<file path="config.mk">
export PLATFORM = sky130hd
export DESIGN_NAME = load_store_unit
export DESIGN_NICKNAME = d
export VERILOG_FILES = /design/src/rtl/load_store_unit.sv
export SDC_FILE = /design/constraint.sdc
export NUM_CORES = 1
export LEC_CHECK = 0
export CORE_ASPECT_RATIO = 1.1
export CORE_MARGIN = 4
export CORE_UTILIZATION = 40
export CTS_CLUSTER_SIZE = 14
export DETAILED_ROUTE_END_ITERATION = 7
export PLACE_DENSITY = 0.64
export SLEW_MARGIN = 20
export SYNTH_ARGS = -nofsm -noshare
export SYNTH_HDL_FRONTEND = slang
export SYNTH_SLANG_ARGS = --single-unit
</file>
<file path="constraint.sdc">
create_clock -name clk -period 2.79 [get_ports clk]
set_input_delay 0.6975 -clock clk [delete_from_list [all_inputs] [get_ports clk]]
set_output_delay 0.6975 -clock clk [all_outputs]
set_load 0.005 [all_outputs]
</file>
<file path="src/rtl/load_store_unit.sv">
// Byte-serial load/store unit: one op in flight, results broadcast on the memory result bus.
// Optional LSU_IO_STALL_EN adds io_buffer_full, which holds store bytes aimed at 0x30000..0x3FFFF.
module load_store_unit #(
  parameter int unsigned ADDR_WIDTH = 32,
  parameter logic [4:0]  NOP_OP     = 5'b11111
) (
  input  logic                  clk,
  input  logic                  rst,
  input  logic                  pause,
`ifdef LSU_IO_STALL_EN
  input  logic                  io_buffer_full,
`endif
  input  logic [4:0]            memory_op,
  input  logic [31:0]           memory_value1,
  input  logic [31:0]           memory_value2,
  input  logic [31:0]           memory_imm,
  input  logic [2:0]            memory_des,
  output logic                  lsu_busy,
  input  logic [7:0]            mem_din,
  output logic [7:0]            mem_dout,
  output logic [ADDR_WIDTH-1:0] mem_a,
  output logic                  mem_wr,
  output logic [31:0]           memory_data,
  output logic [2:0]            memory_des_out
);

  typedef enum logic [1:0] {IDLE, ACCESS, WAIT, DONE} state_t;

  typedef enum logic [4:0] {
    OP_LB  = 5'b10010, OP_LH  = 5'b10011, OP_LW = 5'b10100, OP_LBU = 5'b10101,
    OP_LHU = 5'b10110, OP_SB  = 5'b10111, OP_SH = 5'b11000, OP_SW  = 5'b11001
  } op_t;

  state_t                state_q;
  logic                  store_q;
  logic                  sign_q;
  logic [2:0]            nbytes_q;
  logic [2:0]            cnt_q;
  logic [2:0]            des_q;
  logic [31:8]           wdata_q;
  logic [23:0]           rbuf_q;
  logic [ADDR_WIDTH-1:0] mem_a_q;
  logic                  mem_wr_q;
  logic [7:0]            mem_dout_q;
  logic [31:0]           data_q;
  logic [2:0]            des_out_q;
  logic                  frz_q;
  logic [7:0]            din_hold_q;

  logic                  op_valid_d;
  logic                  op_store_d;
  logic                  op_sign_d;
  logic [2:0]            op_n_d;
  logic [31:0]           ea_d;
  logic [7:0]            din_d;
  logic [7:0]            wbyte_d;
  logic [31:0]           load_d;
  logic                  io_stall;
  logic                  freeze;

`ifdef LSU_IO_STALL_EN
  logic [31:0] a32;
  always_comb begin
    a32      = 32'(mem_a_q);
    io_stall = io_buffer_full && (state_q == ACCESS) && store_q &&
               (a32 >= 32'h0003_0000) && (a32 <= 32'h0003_FFFF);
  end
`else
  assign io_stall = 1'b0;
`endif

  assign freeze = pause | io_stall;

  always_comb begin
    op_valid_d = (memory_op != NOP_OP) && (memory_op >= OP_LB) && (memory_op <= OP_SW);
    op_store_d = (memory_op >= OP_SB);
    op_sign_d  = (memory_op == OP_LB) || (memory_op == OP_LH);
    case (memory_op)
      OP_LB, OP_LBU, OP_SB: op_n_d = 3'd1;
      OP_LH, OP_LHU, OP_SH: op_n_d = 3'd2;
      default:              op_n_d = 3'd4;
    endcase
    ea_d = memory_value1 + memory_imm;
  end

  // A free-running RAM moves on during a stall; the byte owed on release is the one seen as the stall began.
  assign din_d = frz_q ? din_hold_q : mem_din;

  always_comb begin
    case (cnt_q)
      3'd1:    wbyte_d = wdata_q[15:8];
      3'd2:    wbyte_d = wdata_q[23:16];
      default: wbyte_d = wdata_q[31:24];
    endcase
    case (nbytes_q)
      3'd1:    load_d = sign_q ? {{24{din_d[7]}}, din_d} : {24'h0, din_d};
      3'd2:    load_d = sign_q ? {{16{din_d[7]}}, din_d, rbuf_q[7:0]} : {16'h0, din_d, rbuf_q[7:0]};
      default: load_d = {din_d, rbuf_q};
    endcase
  end

  always_ff @(posedge clk or negedge rst) begin
    if (!rst) begin
      state_q    <= IDLE;
      store_q    <= 1'b0;
      sign_q     <= 1'b0;
      nbytes_q   <= '0;
      cnt_q      <= '0;
      des_q      <= '0;
      wdata_q    <= '0;
      rbuf_q     <= '0;
      mem_a_q    <= '0;
      mem_wr_q   <= 1'b0;
      mem_dout_q <= '0;
      data_q     <= '0;
      des_out_q  <= '0;
      frz_q      <= 1'b0;
      din_hold_q <= '0;
    end else begin
      frz_q <= freeze;
      if (freeze && !frz_q) din_hold_q <= mem_din;
      if (!freeze) begin
        case (state_q)
          IDLE, DONE: begin
            des_out_q <= '0;
            if (op_valid_d) begin
              state_q    <= ACCESS;
              store_q    <= op_store_d;
              sign_q     <= op_sign_d;
              nbytes_q   <= op_n_d;
              cnt_q      <= 3'd1;
              des_q      <= memory_des;
              wdata_q    <= memory_value2[31:8];
              mem_a_q    <= ea_d[ADDR_WIDTH-1:0];
              mem_wr_q   <= op_store_d;
              mem_dout_q <= memory_value2[7:0];
            end else begin
              state_q  <= IDLE;
              mem_wr_q <= 1'b0;
            end
          end
          ACCESS: begin
            if (!store_q) begin
              case (cnt_q)
                3'd2:    rbuf_q[7:0]   <= din_d;
                3'd3:    rbuf_q[15:8]  <= din_d;
                3'd4:    rbuf_q[23:16] <= din_d;
                default: ;
              endcase
            end
            if (cnt_q == nbytes_q) begin
              mem_wr_q <= 1'b0;
              if (store_q) begin
                state_q   <= DONE;
                data_q    <= '0;
                des_out_q <= des_q;
              end else begin
                state_q <= WAIT;
              end
            end else begin
              mem_a_q    <= mem_a_q + ADDR_WIDTH'(1);
              mem_dout_q <= wbyte_d;
              cnt_q      <= cnt_q + 3'd1;
            end
          end
          WAIT: begin
            data_q    <= load_d;
            des_out_q <= des_q;
            state_q   <= DONE;
          end
          default: state_q <= IDLE;
        endcase
      end
    end
  end

  assign lsu_busy       = (state_q == ACCESS) || (state_q == WAIT);
  assign mem_a          = mem_a_q;
  assign mem_dout       = mem_dout_q;
  assign mem_wr         = mem_wr_q & ~pause & ~io_stall;
  assign memory_data    = data_q;
  assign memory_des_out = des_out_q;

endmodule

</file>
==> metrics.txt <==
outcome completed; Post-synth EDFFs 0; CTS tree yes; crit start category input pin; PD cells 902.9 nW/um^2; Post-DRT Antenna Nets 0; Final period util 0.9866; RePlAce Congestion 0.9141; n_diodes 0; max-cap check violation count 0; via count 8,357; Critical Path AT 2.06 ns; reg2reg path depth 12; full die area 24,530 um^2; top cell type's share of synthesized area 0.4136; htree depth 4; Leak Pwr 5.359 nW; Area after DPL 11,900 um^2; most frequent cells in the layout clkdlybuf4s50_1 (184), dfrtp_1 (146), o21ai_0 (130); Placed Cells 1,541; commonest non-fill, non-tap cell in the layout clkdlybuf4s50_1; row cnt 56; syn_nets 1,139; largest net degree at the start of global routing 65; final critical-path required period 2.753 ns; Root Driver clkbuf_16; crit-path max FO 5; WS Path Type input pin to output port; Core Region 21,510 um^2; main flop type after synthesis dfrtp_1; Final Skew 0.01214 ns; initial antenna violation count 0; gr ovfl total 0; Starting Density 0.4107; Tot Pwr 11.37 mW; Final Max Tran Viols 0; IO buf count 191; DP Wirelength 20,030 um; number of global-route vias before repair 8,252; final setup TNS 0 ns; Synth Warn # 0; Cells after Synth 984; fmax 363.3 MHz; Die Height 163.9 um; Final Hold Viols 0; crit end category output port; final setup vio count 0; routed len/inst 16.53 um; area leader, netlist dfrtp_1; Layout area overhead 42.56%; drc violations 0; CTS hold repair buffers 0; share of cells above drive strength 1 0.1877; DRC violation total after the first TritonRoute iteration 470; CTS Buf Count 17; WP data required 2.09 ns; DR vias/cell 5.309; clk slew on worst S/H paths 0.07 ns; Bufs on Longest Clock Path 2; syn avg cell area 8.977 um^2; first-pass GRT wire length 41,530 um; Area contributors post-synth dfrtp_1 (41%), o21ai_0 (7.5%), mux2_2 (6.2%); Nets 1,426; Slew @ Worst Pin 0.9984 ns; design area 12,590 um^2; Hold WS 0.2192 ns; Seq/Total Area, Yosys 0.4136; HP Class input pin to asynchronous set/reset pin; relative slew slack 0.3320; post-synthesis async set-or-reset flop share 1.000; Die X 149.7 um; CTS Sinks 146; DRT Pass-1 Iters 5; synth unique cells 68; gr usage total 0.2096; FF+latch count, synth 146; Peak VDD IR 511.7 uV; Finished Layout Cells 1,574; I/O pin cnt 192; Cell Area, Synth 8833 um^2; Clk Latency, worst-skew pair 0.43 ns; drt total wl 26,010 um
==> per-layer routing <==
layer	part of all wire	global-route usage	vias to the layer above
met1	0.45	0.2725	3960
met5	0	0	-
met2	0.49	0.3621	196
met3	0.045	0.03974	23
li1	-	-	4178
met4	0.012	0.05116	0
==> synth_stat cells, types with 3 or more instances <==
library cell / n
or3_1: 6
and4_1: 4
a221oi_1: 7
a211oi_1: 7
and2_1: 5
o21a_1: 6
o2111ai_1: 3
dfrtp_1: 146
o211ai_1: 20
mux2i_1: 15
nand4_1: 10
and3_1: 19
a21oi_1: 79
buf_2: 6
ha_1: 39
o21bai_1: 4
o22ai_1: 12
nor4_1: 3
a22oi_1: 16
o221a_2: 3
nand2b_1: 9
xnor2_1: 12
o21ai_0: 132
a21o_1: 12
xor2_1: 16
a41oi_1: 3
nand3_1: 30
nor2_1: 63
nor3_1: 15
nor2b_1: 3
nand2_1: 126
a31oi_1: 6
clkbuf_1: 40
inv_1: 14
o21ai_1: 3
mux2_2: 49
nor3b_1: 3
==> through the flow <==
step             util  setup WS [ns]
2_1_floorplan       -        0.09397
3_3_place_gp   0.5532        -0.5404
3_5_place_dp   0.5532        -0.5793
4_1_cts        0.5807       0.001068
5_1_grt        0.5854      -0.004381
6_report       0.5854        0.03737
==> where the power goes <==
| group | switching (mW) | total (mW) | internal (mW) |
|---|---|---|---|
| clock network | 0.982 | 2.24 | 1.26 |
| logic | 2.62 | 5.36 | 2.74 |
| registers | 0.779 | 3.77 | 2.99 |
==> what timing repair did <==
item                                    4_1_cts  5_1_grt
hold endpoints to repair                      0        0
setup buffers                                 1        0
resized for setup                             9       19
cloned                                        0        0
pin swaps                                     8       10
endpoints found under the setup margin       12       11
==> logic make-up after synthesis <==
| family | Yosys count | synth area share |
|---|---|---|
| AO/OA/AOI/OAI | 336 | 0.2313 |
| AND/OR/NAND/NOR | 302 | 0.1588 |
| flip-flops | 146 | 0.4136 |
| buffers and inverters | 68 | 0.03159 |
| multiplexers | 64 | 0.07946 |
| adder cells (fa/ha/maj) | 40 | 0.05751 |
| XOR/XNOR | 28 | 0.02776 |
==> final timing paths <==
| kind | start | slack [ns] | end |
|---|---|---|---|
| min in group clk | memory_data[20] | 0.48 | memory_data[20] |
| worst max-delay path | pause | 0.04 | mem_wr |
| max in group asynchronous | rst | 1.72 | cnt_q[2] |
| worst min register to register | memory_data[20] | 0.48 | memory_data[20] |
| worst min-delay path | rst | 0.22 | memory_data[16] |
| worst max register to register | state_q[0] | 0.44 | mem_a[15] |
==> critical path: stages <==
cell             delay [ns]
clkdlybuf4s50_1        0.55
nor2_1                 0.25
clkdlybuf4s50_1        0.55
==> sequential cells by signal, summed over array words and instances, names as in the netlist <==
signal,cells
nbytes_q,3
wdata_q,24
mem_wr_q,1
din_hold_q,8
frz_q,1
memory_des_out,3
store_q,1
des_q,3
rbuf_q,24
sign_q,1
mem_dout,8
state_q,2
mem_a,32
cnt_q,3
memory_data,32
==> layout make-up <==
cell class                 instances  area [um^2]
timing repair buffer             320         2919
fill                            1929         8917
clock buffer                      18        429.2
tap                              290        362.8
inverter                          16        60.06
clock inverter                    14        146.4
multi-input combinational        770         5022
sequential                       146         3654
Note: power is estimated with default switching activity, not from simulation.
